===== config.mk =====
export PLATFORM = sky130hd
export DESIGN_NAME = alu_result_stage_flat
export DESIGN_NICKNAME = d
export VERILOG_FILES = /design/src/rtl/alu_pkg.sv /design/src/rtl/alu_result_stage_if.sv /design/src/rtl/alu_result_stage_flag_gen.sv /design/src/rtl/alu_result_stage.sv /design/src/flat_wrapper.sv
export SDC_FILE = /design/constraint.sdc
export NUM_CORES = 1
export LEC_CHECK = 0
export ABC_CLOCK_PERIOD_IN_PS = 5200
export CORE_MARGIN = 10
export CORE_UTILIZATION = 40
export CTS_CLUSTER_SIZE = 25
export DETAILED_ROUTE_END_ITERATION = 16
export GPL_ROUTABILITY_DRIVEN = 0
export PLACE_DENSITY = 0.66
export SYNTH_ARGS = -nofsm -noshare
export SYNTH_HDL_FRONTEND = slang
export SYNTH_SLANG_ARGS = --single-unit

===== constraint.sdc =====
create_clock -name clk -period 5.2 [get_ports clk]
set_input_delay 0.52 -clock clk [delete_from_list [all_inputs] [get_ports clk]]
set_output_delay 0.52 -clock clk [all_outputs]
set_load 0.05 [all_outputs]

===== src/rtl/alu_pkg.sv =====
// Shared types and constants for the ALU result path.
package alu_pkg;

  localparam int unsigned ALU_W     = 32;
  localparam int unsigned ALU_TAG_W = 4;

  typedef enum logic [1:0] {
    EMPTY = 2'd0,
    ONE   = 2'd1,
    FULL  = 2'd2
  } skid_state_e;

  typedef struct packed {
    logic z;
    logic n;
    logic c;
  } alu_flags_t;

  // Default-width entry; parameterised stages build an equivalent local struct.
  typedef struct packed {
    logic [ALU_W-1:0]     f;
    logic [ALU_TAG_W-1:0] tag;
    alu_flags_t           flags;
  } alu_entry_t;

endpackage


===== src/rtl/alu_result_stage_if.sv =====
// Upstream and downstream result handshake bundle for alu_result_stage.
interface alu_result_stage_if #(
  parameter int unsigned N     = 32,
  parameter int unsigned TAG_W = 4
);
  logic             in_valid;
  logic             in_ready;
  logic [N-1:0]     in_f;
  logic             in_cout;
  logic [TAG_W-1:0] in_tag;

  logic             out_valid;
  logic             out_ready;
  logic [N-1:0]     out_f;
  logic [TAG_W-1:0] out_tag;
  logic             out_z;
  logic             out_n;
  logic             out_c;

  // Environment view: produces results upstream, consumes them downstream.
  modport master (
    output in_valid, in_f, in_cout, in_tag, out_ready,
    input  in_ready, out_valid, out_f, out_tag, out_z, out_n, out_c
  );

  // Stage view.
  modport slave (
    input  in_valid, in_f, in_cout, in_tag, out_ready,
    output in_ready, out_valid, out_f, out_tag, out_z, out_n, out_c
  );
endinterface


===== src/rtl/alu_result_stage_flag_gen.sv =====
// Combinational Z/N/C flag derivation from an ALU result and its carry-out.
module alu_flag_gen
  import alu_pkg::*;
#(
  parameter int unsigned N = ALU_W
) (
  input  logic [N-1:0] in_f,
  input  logic         in_cout,
  output alu_flags_t   flags
);
  always_comb begin
    flags   = '0;
    flags.z = ~|in_f;
    flags.n = in_f[N-1];
    flags.c = in_cout;
  end
endmodule


===== src/rtl/alu_result_stage.sv =====
// Registered ALU result stage: 2-entry skid buffer with stored flags and a
// saturating delivered-result counter.
module alu_result_stage
  import alu_pkg::*;
#(
  parameter int unsigned N     = ALU_W,
  parameter int unsigned TAG_W = ALU_TAG_W,
  parameter int unsigned CNT_W = 16
) (
  input  logic               clk,
  input  logic               rst_n,
  input  logic               flush,
  alu_result_stage_if.slave  bus,
  output logic [CNT_W-1:0]   res_count
);
  typedef struct packed {
    logic [N-1:0]     f;
    logic [TAG_W-1:0] tag;
    alu_flags_t       flags;
  } entry_t;

  skid_state_e      state_q, state_d;
  entry_t           main_q, main_d;
  entry_t           skid_q, skid_d;
  entry_t           new_entry;
  alu_flags_t       in_flags;
  logic             in_ready_q;
  logic [CNT_W-1:0] cnt_q;
  logic             push, pop;

  alu_flag_gen #(.N(N)) u_flag_gen (
    .in_f    (bus.in_f),
    .in_cout (bus.in_cout),
    .flags   (in_flags)
  );

  assign push = bus.in_valid & in_ready_q;
  assign pop  = (state_q != EMPTY) & bus.out_ready;

  always_comb begin
    new_entry       = '0;
    new_entry.f     = bus.in_f;
    new_entry.tag   = bus.in_tag;
    new_entry.flags = in_flags;
  end

  always_comb begin
    state_d = state_q;
    main_d  = main_q;
    skid_d  = skid_q;
    if (flush) begin
      state_d = EMPTY;
    end else begin
      unique case (state_q)
        EMPTY: begin
          if (push) begin
            state_d = ONE;
            main_d  = new_entry;
          end
        end
        ONE: begin
          if (push && !pop) begin
            state_d = FULL;
            skid_d  = new_entry;
          end else if (push && pop) begin
            main_d  = new_entry;
          end else if (pop) begin
            state_d = EMPTY;
          end
        end
        FULL: begin
          if (pop) begin
            state_d = ONE;
            main_d  = skid_q;
          end
        end
        default: state_d = EMPTY;
      endcase
    end
  end

  always_ff @(posedge clk or negedge rst_n) begin
    if (!rst_n) begin
      state_q    <= EMPTY;
      main_q     <= '0;
      skid_q     <= '0;
      in_ready_q <= 1'b1;
    end else begin
      state_q    <= state_d;
      main_q     <= main_d;
      skid_q     <= skid_d;
      // Registered ready breaks any out_ready -> in_ready combinational path.
      in_ready_q <= (state_d != FULL);
    end
  end

  always_ff @(posedge clk or negedge rst_n) begin
    if (!rst_n) begin
      cnt_q <= '0;
    end else if (pop && !flush && (cnt_q != '1)) begin
      cnt_q <= cnt_q + 1'b1;
    end
  end

  assign bus.in_ready  = in_ready_q;
  assign bus.out_valid = (state_q != EMPTY);
  assign bus.out_f     = main_q.f;
  assign bus.out_tag   = main_q.tag;
  assign bus.out_z     = main_q.flags.z;
  assign bus.out_n     = main_q.flags.n;
  assign bus.out_c     = main_q.flags.c;
  assign res_count     = cnt_q;
endmodule


===== src/flat_wrapper.sv =====
// flat-port wrapper written by rule: the top's interface ports become plain ports
module alu_result_stage_flat import alu_pkg::*;
#(
  parameter int unsigned N     = ALU_W,
  parameter int unsigned TAG_W = ALU_TAG_W,
  parameter int unsigned CNT_W = 16
)
  (clk, rst_n, flush, res_count, bus_in_valid, bus_in_f, bus_in_cout, bus_in_tag, bus_out_ready, bus_in_ready, bus_out_valid, bus_out_f, bus_out_tag, bus_out_z, bus_out_n, bus_out_c);
  alu_result_stage_if #(.N(N), .TAG_W(TAG_W)) bus_i ();
  input  logic clk;
  input  logic rst_n;
  input  logic flush;
  output logic [CNT_W-1:0] res_count;
  input wire logic [$bits(bus_i.in_valid)-1:0] bus_in_valid;
  input wire logic [$bits(bus_i.in_f)-1:0] bus_in_f;
  input wire logic [$bits(bus_i.in_cout)-1:0] bus_in_cout;
  input wire logic [$bits(bus_i.in_tag)-1:0] bus_in_tag;
  input wire logic [$bits(bus_i.out_ready)-1:0] bus_out_ready;
  output wire logic [$bits(bus_i.in_ready)-1:0] bus_in_ready;
  output wire logic [$bits(bus_i.out_valid)-1:0] bus_out_valid;
  output wire logic [$bits(bus_i.out_f)-1:0] bus_out_f;
  output wire logic [$bits(bus_i.out_tag)-1:0] bus_out_tag;
  output wire logic [$bits(bus_i.out_z)-1:0] bus_out_z;
  output wire logic [$bits(bus_i.out_n)-1:0] bus_out_n;
  output wire logic [$bits(bus_i.out_c)-1:0] bus_out_c;
  assign bus_i.in_valid = bus_in_valid;
  assign bus_i.in_f = bus_in_f;
  assign bus_i.in_cout = bus_in_cout;
  assign bus_i.in_tag = bus_in_tag;
  assign bus_i.out_ready = bus_out_ready;
  assign bus_in_ready = bus_i.in_ready;
  assign bus_out_valid = bus_i.out_valid;
  assign bus_out_f = bus_i.out_f;
  assign bus_out_tag = bus_i.out_tag;
  assign bus_out_z = bus_i.out_z;
  assign bus_out_n = bus_i.out_n;
  assign bus_out_c = bus_i.out_c;
  alu_result_stage #(.N(N), .TAG_W(TAG_W), .CNT_W(CNT_W)) u_core (.clk(clk), .rst_n(rst_n), .flush(flush), .bus(bus_i), .res_count(res_count));
endmodule

Word-level counts from Yosys, hierarchy flattened. Cells that the tools add are included.

$add $sub $neg: 1. Multipliers: 0. Divide/modulo/power cells: 0. Magnitude comparators: 0. Equal/unequal tests: 8. Shift operators: 0. Mux-type cells: 12. Bitwise gates (word level): 3. Reduce and logical (&&, ||, !) cells: 13.

Operator list (count): $mux 39 (4); $pmux 39 s3 (1); $reduce_or 32->1 (1); $add 16x1->16 const B (1); $ne 16x16->1 const B (1); $mux 2 (6); $ne 2x1->1 const B (3); $pmux 2 s3 (1); $reduce_and 6->1 (1); $logic_and 1x1->1 (4); $ne 2x2->1 const B (2); $logic_not 1->1 (3); $reduce_and 3->1 (1); $reduce_bool 3->1 (1); $and 1x1->1 (2); $eq 2x1->1 const B (1); $eq 2x2->1 const B (1); $logic_not 2->1 (1); $reduce_bool 2->1 (1); $not 1->1 (1).

Register bits: 97. Bits in latches: 0. Bits in writable memories: 0. ROM bits: 0. Bits of input ports: 42. Output and inout port bits: 57. Logic and storage cells: 50. Memories: 0.

Depth between registers and ports, before layout. Gate-level depths: netlist of the first run.

Word-level depth: 8. Depth in mapped cells: 7. Mapped depth without buffers: 5.

By module. Synthesis of the first run repeated with hierarchy kept, for this count alone.

Cell total of the unflattened synthesis: 312. Area total of the unflattened synthesis: 4453.0 sq um.

Modules (own cells, without submodules): alu_result_stage (times used 1, cells an instance 299, area each 4365.4 sq um, seq. area each 2428.6 sq um); alu_flag_gen (times used 1, cells an instance 13, area each 87.6 sq um, seq. area each 0.0 sq um).

Least setup slack after synthesis of the first run. OpenSTA, ideal clock, no wires.

Path type: register to register. Start: register u_core.cnt_q[0] (netlist: u_core.res_count[0]). End: register u_core.cnt_q[10] (netlist: u_core.res_count[10]). Setup time: 0.143 ns. Arrival time: 1.995 ns. Required time: 5.057 ns. Path slack: 3.063 ns. Stages on the path, launching flop included: 6. Path buffers: 0. Period minus slack after synthesis: 2.137 ns. Cell sequence: dfrtp_1 ha_1 nand4_1 nor4_1 nand4_1 xnor2_1.

Longest elaborated chain between the ends: 2. Elaborated cells on any way between the ends: 3. Classes of those cells: add/sub (1); eq/ne (1); reduce/logical (1).

Ends and longest elaborated chain: start, declared (RTL line alu_result_stage.sv:28) `logic [CNT_W-1:0] cnt_q;`; start signal, assigned (RTL line alu_result_stage.sv:101) `cnt_q <= cnt_q + 1'b1;`; branches (longest 2 deep; another with $add 16x1->16).

Parallel ways; which one is timed is not known. A chain may end at the register's enable or synchronous reset.

Final worst setup path of the first run.
Start: input port bus_out_ready. End: register u_core.main_q (netlist bit u_core.bus.out_tag[2]).

Longest elaborated chain between the ends: 5. Elaborated cells on any way between the ends: 8. Classes of those cells: eq/ne (3); bitwise (1); reduce/logical (4).

Ends and longest elaborated chain: start, declared (RTL line flat_wrapper.sv:18) `input wire logic [$bits(bus_i.out_ready)-1:0] bus_out_ready;`; $and 1x1->1 * (RTL line alu_result_stage.sv:38) `assign pop = (state_q != EMPTY) & bus.out_ready;`; $logic_not 1->1 (RTL line alu_result_stage.sv:62) `if (push && !pop) begin`; $logic_and 1x1->1 (RTL line alu_result_stage.sv:62); $ne 2x2->1 (no source line); $reduce_and 6->1 (no source line) *; end signal, assigned (RTL line alu_result_stage.sv:90) `main_q <= main_d;`; end, declared (RTL line alu_result_stage.sv:23) `entry_t main_q, main_d;`.

Mark *: on every way between the ends. The rest lies on a longest branch, timed or not.

==> results of run 1 <==
synth_stat cells:
library cell,number
nand2_1,119
dfrtp_1,94
mux2_2,67
nor4_1,13
xor2_1,11
mux2_4,8
clkbuf_1,7
nand4_1,7
nand3_1,5
nor3_1,5
buf_2,4
buf_6,4
xnor2_1,4
inv_1,3
nand2b_1,3
nor2_1,3
a21oi_1,2
buf_1,2
buf_4,2
o31ai_1,2
or2_2,2
a211o_1,1
a22oi_1,1
a2bb2oi_1,1
and2_1,1
and3_1,1
and3b_1,1
and4_1,1
dfstp_2,1
ha_1,1
mux2_1,1
nand2b_4,1
nor2_2,1
nor2b_1,1
nor3b_1,1
nor4_4,1
nor4b_1,1
or3_1,1
or4_1,1
or4_4,1
stage by stage:
stage	util, %	setup WS [ns]
2_1_floorplan	-	3.06
3_3_place_gp	50.6	2.44
6_report	52.4	2.79
3_5_place_dp	50.6	2.34
4_1_cts	52.4	2.78
5_1_grt	52.4	2.68
worst paths after layout:
check	from	end	slack, ns	cells past startpoint
setup / recovery	bus_out_ready	u_core.bus.out_tag[2]	2.79	5
hold / removal	rst_n	u_core.res_count[6]	0.11	1
setup reg to reg	u_core.state_q[1]	u_core.bus.out_tag[2]	2.94	4
hold reg to reg	u_core.skid_q[2]	u_core.skid_q[2]	0.49	2
max in group asynchronous	rst_n	u_core.bus.out_tag[2]	3.94	2
min in group clk	u_core.skid_q[2]	u_core.skid_q[2]	0.49	2
registers in the layout (all words and copies together), names as in the netlist:
name	cells
u_core.bus.out_z	1
u_core.res_count	16
u_core.skid_q	38
u_core.bus.out_tag	4
u_core.bus.in_ready	1
u_core.bus.out_f	32
u_core.state_q	2
u_core.bus.out_c	1
layout make-up:
cell class / instances / area (um2)
multi-input cells: 269 / 1880
clock inverters: 5 / 40.0
clock buffers: 11 / 151
well taps: 140 / 175
inverters: 3 / 11.3
flip-flops and latches: 95 / 2380
repair buffers: 100 / 993
fillers: 992 / 5110
kinds of logic (layout without fill, tap and decap cells):
logic type,count (synthesis),after routing
multiplexers,76,76
AO/OA/AOI/OAI,7,7
AND/OR/NAND/NOR,170,170
buffers and inverters,22,119
flip-flops,95,95
adder cells (fa/ha/maj),1,1
XOR/XNOR,15,15
power by group through the flow:
stage	clock network [mW]	logic, mW	registers, mW
floorplan	0	0.220	1.27
global placement	0	0.741	1.01
detailed placement	0	0.752	1.02
CTS	0.484	0.754	1.01
global route	0.509	0.787	1.03
finish	0.469	0.743	1.01
placed cells by master, fill, tap and decap left out, types with 2 or more instances in the layout:
| master | instances |
|---|---|
| or2_2 | 2 |
| buf_4 | 3 |
| dfrtp_1 | 94 |
| nor2_1 | 2 |
| nand2b_1 | 2 |
| o31ai_1 | 2 |
| xnor2_1 | 4 |
| xor2_1 | 11 |
| a21oi_1 | 2 |
| clkinvlp_4 | 3 |
| nand3_1 | 5 |
| nor4_1 | 13 |
| clkdlybuf4s50_1 | 97 |
| inv_1 | 3 |
| nand4_1 | 7 |
| mux2_4 | 8 |
| clkbuf_8 | 11 |
| nor3_1 | 5 |
| mux2_2 | 67 |
| nand2_1 | 119 |
metal layers:
layer | part of all wire [%] | track usage [%] | up-vias
li1 | - | - | 1499
met1 | 45 | 16.3 | 1573
met2 | 51 | 24.5 | 62
met3 | 3.5 | 2.60 | 8
met4 | 1.1 | 4.73 | 0
met5 | 0 | 0 | -
worst max-delay path, delay by kind of cell:
| family | cells | cell delay [ns] |
|---|---|---|
| mux | 1 | 0.42 |
| compound gates | 1 | 0.10 |
| buf+inv | 1 | 0.55 |
| simple gates | 2 | 1.02 |
==> flow_summary.ini, run 1 <==
[synth]
ys.warnings.count = 0
avgSynthCellArea_um2 = 11.3
yosysSeqAreaShare_pct = 54.5
synth_top_cell_by_area = dfrtp_1
synth_area_leaders = dfrtp_1 54%, mux2_2 17%, nand2_1 10%, mux2_4 2.8%, xor2_1 2.2%
synth-adder-area-share_pct = 0.287
yosysUniqueCellTypes = 40
syn-cell-area_um2 = 4370
synth_top_family_by_area = multiplexers
synth_xor_area_share_pct = 3.01
synthMuxAreaShare_pct = 20.3
synth_compound_area_share_pct = 1.15
synthSimpleGateAreaFrac_pct = 17.9
synth_top_area_share_pct = 53.9
yosys_register_bits = 95
syn_inst = 386
synth_nets = 429

[routing]
vias = 3142
routed_wirelength_um = 10600
dr.first_iter.drc_count = 243
viasPerCell = 5.04
drcViolationCount = 0
routed_wire_length_per_instance_um = 17.1
first_pass_iters = 7
antenna_left = 0

[sta]
period_minus_slack_ns = 2.41
maxSlewHeadroom_pct = 23.9
timing.hold.ws_ns = 0.112
slew_viol_final = 0
grt_setup_unrepaired = false
fin_skew_ns = 0.0161
tightest_slew_ns = 1.14
finalCritPeriodShare_pct = 46.3
tns_ns = 0
finalSetupViolations = 0
max_freq_ghz = 0.415
hold_violations = 0

[placed_design]
dp_hpwl_um = 7410
place_inst = 607
numPortBuffers = 98
place_area_um2 = 5440

[floorplanning]
io_pins = 99
placement_rows = 38
die_area_um2 = 15500
dieHeight_um = 124
die_width_um = 124
core-area_um2 = 10700
start_util_pct = 40.6

[clocking]
clockRootBuffer = clkbuf_8
clockBufferDepth = 2
cts.clk_slew.worst_paths_ns = 0.09
cts_resized = 0
clkLatencyLatePin_ns = 0.35
numCtsBuffers = 9
cts_tree = yes
htreeDepth = 3
holdBufCountCts = 0
clock_sinks = 95
post_cts_buffers = 0

[pwr]
p_comb_share_pct = 33.5
switching_share_pct = 36.0
p_leak_nw = 2.54
p_int_mw = 1.42
power.total_mw = 2.22
clkPwrFrac_pct = 21.2
vdd.ir_drop.worst_mv = 0.169
seq_power_share_pct = 45.3
p_sw_uw = 799
p_per_area_nw_per_um2 = 394

[worst_setup_path]
critical_path_class = primary input to flip-flop
critPathMaxFanout = 38
crit_slowest_cell = nor2_4
cp_data_required_time_ns = 5.43
worst_path_largest_cell_delay_ns = 0.85
path_cells = clkdlybuf4s50_1, nand2b_4, a22oi_1, nor2_4, mux2_2
cp-start-kind = primary input
arrival_ns = 2.64
crit_path_end_kind = flip-flop

[cells_and_area]
stdcell_count = 623
layout.nets = 521
drive_above_1_share_pct = 21.5
fin_area_um2 = 5630
area_growth_pct = 28.9
num_antenna_cells = 0

[flow_run]
cap_viol_max_count = 0

[grt]
track_usage_pct = 13.9
overflow = 0
antenna_found_initial = 0
grt_max_degree = 61
first_global_vias = 3482
grt_first_pass_wirelength_um = 18100

[status]
run_status = finished clean

[hold_path]
hp-class = primary input to asynchronous set/reset pin
No activity file was read; power rests on OpenSTA's default activity.
==> run 2, diff against run 1 <==
--- a/config.mk
+++ b/config.mk
@@ -5,7 +5,7 @@
 export SDC_FILE = /design/constraint.sdc
 export NUM_CORES = 1
 export LEC_CHECK = 0
-export ABC_CLOCK_PERIOD_IN_PS = 5200
+export ABC_CLOCK_PERIOD_IN_PS = 2300
 export CORE_MARGIN = 10
 export CORE_UTILIZATION = 40
 export CTS_CLUSTER_SIZE = 25
==> constraint.sdc (replaced) <==
create_clock -name clk -period 2.3 [get_ports clk]
set_input_delay 0.23 -clock clk [delete_from_list [all_inputs] [get_ports clk]]
set_output_delay 0.23 -clock clk [all_outputs]
set_load 0.05 [all_outputs]
==> run 2 against run 1 <==
  * Sequential cell count stayed put
  * Final area is 1.6% higher
  * Sequential power is 120% higher
  * Die area stayed put
  * Count of clock-buffer cells in the layout is 2 lower
  * Critical path depth is 2 lower
  * Hold slack better by 0.28 ns
==> flow_summary.ini, run 2 (synthesis results as in run 1) <==
[worst_setup_path]
path_cells = nor2_1, inv_1, clkdlybuf4s50_1
arrival_ns = 1.88
reg2reg_depth = 5
critical_path_class = flip-flop to output pin
critical_path.top_delay_family = buffers and inverters
worst_path_largest_cell_delay_ns = 0.82
r2r-start = u_core.res_count[0]
crit_start = u_core.state_q[0]
cp_data_required_time_ns = 2.07
critPathBufInv = 2
rrSetupSlack_ns = 0.39
regToRegEndpoint = u_core.res_count[1]
crit_slowest_cell = clkdlybuf4s50_1
crit_path_end_kind = output pin
cp-start-kind = flip-flop
critPathMaxFanout = 5

[clocking]
clkLatencyLatePin_ns = 0.36
cts.clk_slew.worst_paths_ns = 0.10
cts_resized = 0
clockBufferDepth = 2
clock_sinks = 95
htreeDepth = 3
numCtsBuffers = 9
clockRootBuffer = clkbuf_8
post_cts_buffers = 0
cts_tree = yes

[sta]
tns_ns = 0
grt_setup_unrepaired = false
finalSetupViolations = 0
worst_slack_ns = 0.193
hold_violations = 0
fin_skew_ns = 0.00951
maxSlewHeadroom_pct = 46.7
max_freq_ghz = 0.475
slew_viol_final = 0
tightest_slew_ns = 0.800
period_minus_slack_ns = 2.11
timing.hold.ws_ns = 0.394
finalCritPeriodShare_pct = 91.6

[placed_design]
place_area_um2 = 5490
place_inst = 610
numPortBuffers = 98
place_ws_ns = 0.145
dp_hpwl_um = 7510

[routing]
first_pass_iters = 4
viasPerCell = 5.06
antenna_left = 0
routed_wire_length_per_instance_um = 16.8
routed_wirelength_um = 10600
dr.first_iter.drc_count = 182
drcViolationCount = 0
vias = 3172

[grt]
gr-usage-met1_pct = 16.5
antenna_found_initial = 0
track_usage_pct = 13.8
use_met2_pct = 23.4
grt_max_degree = 42
overflow = 0
first_global_vias = 3289
grt_first_pass_wirelength_um = 17800
grt_use_met3_pct = 2.89
top_usage_layer = met2

[cells_and_area]
layout_common_cells = 119 x nand2_1, 97 x clkdlybuf4s50_1, 94 x dfrtp_1
num_antenna_cells = 0
stdcell_count = 627
area_growth_pct = 30.9
final_common_cell = nand2_1
drive_above_1_share_pct = 22.0
final_core_util_pct = 53.2
layout.nets = 525
fillers = 982
top_register = u_core.skid_q
fin_area_um2 = 5720
largest_register_ffs = 38

[hold_path]
hp-class = primary input to asynchronous set/reset pin

[pwr]
power.total_mw = 5.18
vdd.ir_drop.worst_mv = 0.419
p_leak_nw = 2.59
p_per_area_nw_per_um2 = 906

[floorplanning]
core-area_um2 = 10700
placement_rows = 38
io_pins = 99
die_area_um2 = 15500
start_util_pct = 40.6
dieHeight_um = 124
die_width_um = 124

[status]
run_status = finished clean

[flow_run]
cap_viol_max_count = 0
-- run 2: cell count changes in the layout (fill, tap and decap cells not counted) --
cell           before  now
inv_6               1    0
clkinv_4            1    2
clkinvlp_4          3    2
dlygate4sd3_1       0    1
bufinv_16           0    2
buf_4               3    4
clkbuf_8           11    9
buf_12              0    2
clkinv_2            0    1
-- run 2: worst max-delay path by stage --
stage,to,cells after the start
after floorplan,u_core.res_count[10],5
after global placement,u_core.skid_q[24],3
after detailed placement,u_core.skid_q[24],3
after CTS,bus_out_valid,3
after global routing,bus_out_valid,3
final,bus_out_valid,3
-- run 2: area by class of cell --
type                       count  area [um2]  share of cell area [%]
clock buffer                   9         124                    2.17
clock inverter                 7        97.6                    1.71
inverter                       3        11.3                   0.197
multi-input combinational    269        1880                    32.9
sequential                    95        2380                    41.6
tap                          140         175                    3.06
timing repair buffer         104        1050                    18.4
-- run 2: timing repair --
action | 4_1_cts | 5_1_grt
setup endpoints to repair | 0 | 0
hold buffers | 1 | 0
hold endpoints to repair | 39 | 0
-- run 2: where the power goes --
part           internal (mW)  leakage [nW]  switching, mW
logic                  0.715          1.31          0.977
registers               2.05          1.17          0.222
clock network          0.614         0.105          0.609
-- run 2: worst reg2reg max path: cells and delay by family, from the launching register on --
family                   cells  cell delay [ns]
adder cells (fa/ha/maj)      1             0.21
AND/OR/NAND/NOR              3             0.89
multiplexers                 1             0.29
flip-flops                   1             0.42
-- run 2: metal layers --
metal  vias to the layer above  wire (um)
met5                         -          0
met4                         0        158
met3                        14        462
met2                        67       5330
met1                      1581       4610
li1                       1510          -
==> run 3, diff against run 2 <==
--- a/config.mk
+++ b/config.mk
@@ -6,6 +6,7 @@
 export NUM_CORES = 1
 export LEC_CHECK = 0
 export ABC_CLOCK_PERIOD_IN_PS = 2300
+export CAP_MARGIN = 10
 export CORE_MARGIN = 10
 export CORE_UTILIZATION = 40
 export CTS_CLUSTER_SIZE = 25
==> results of run 3 <==
Same layout as run 2: the final DEF is identical, and so are final timing and power.
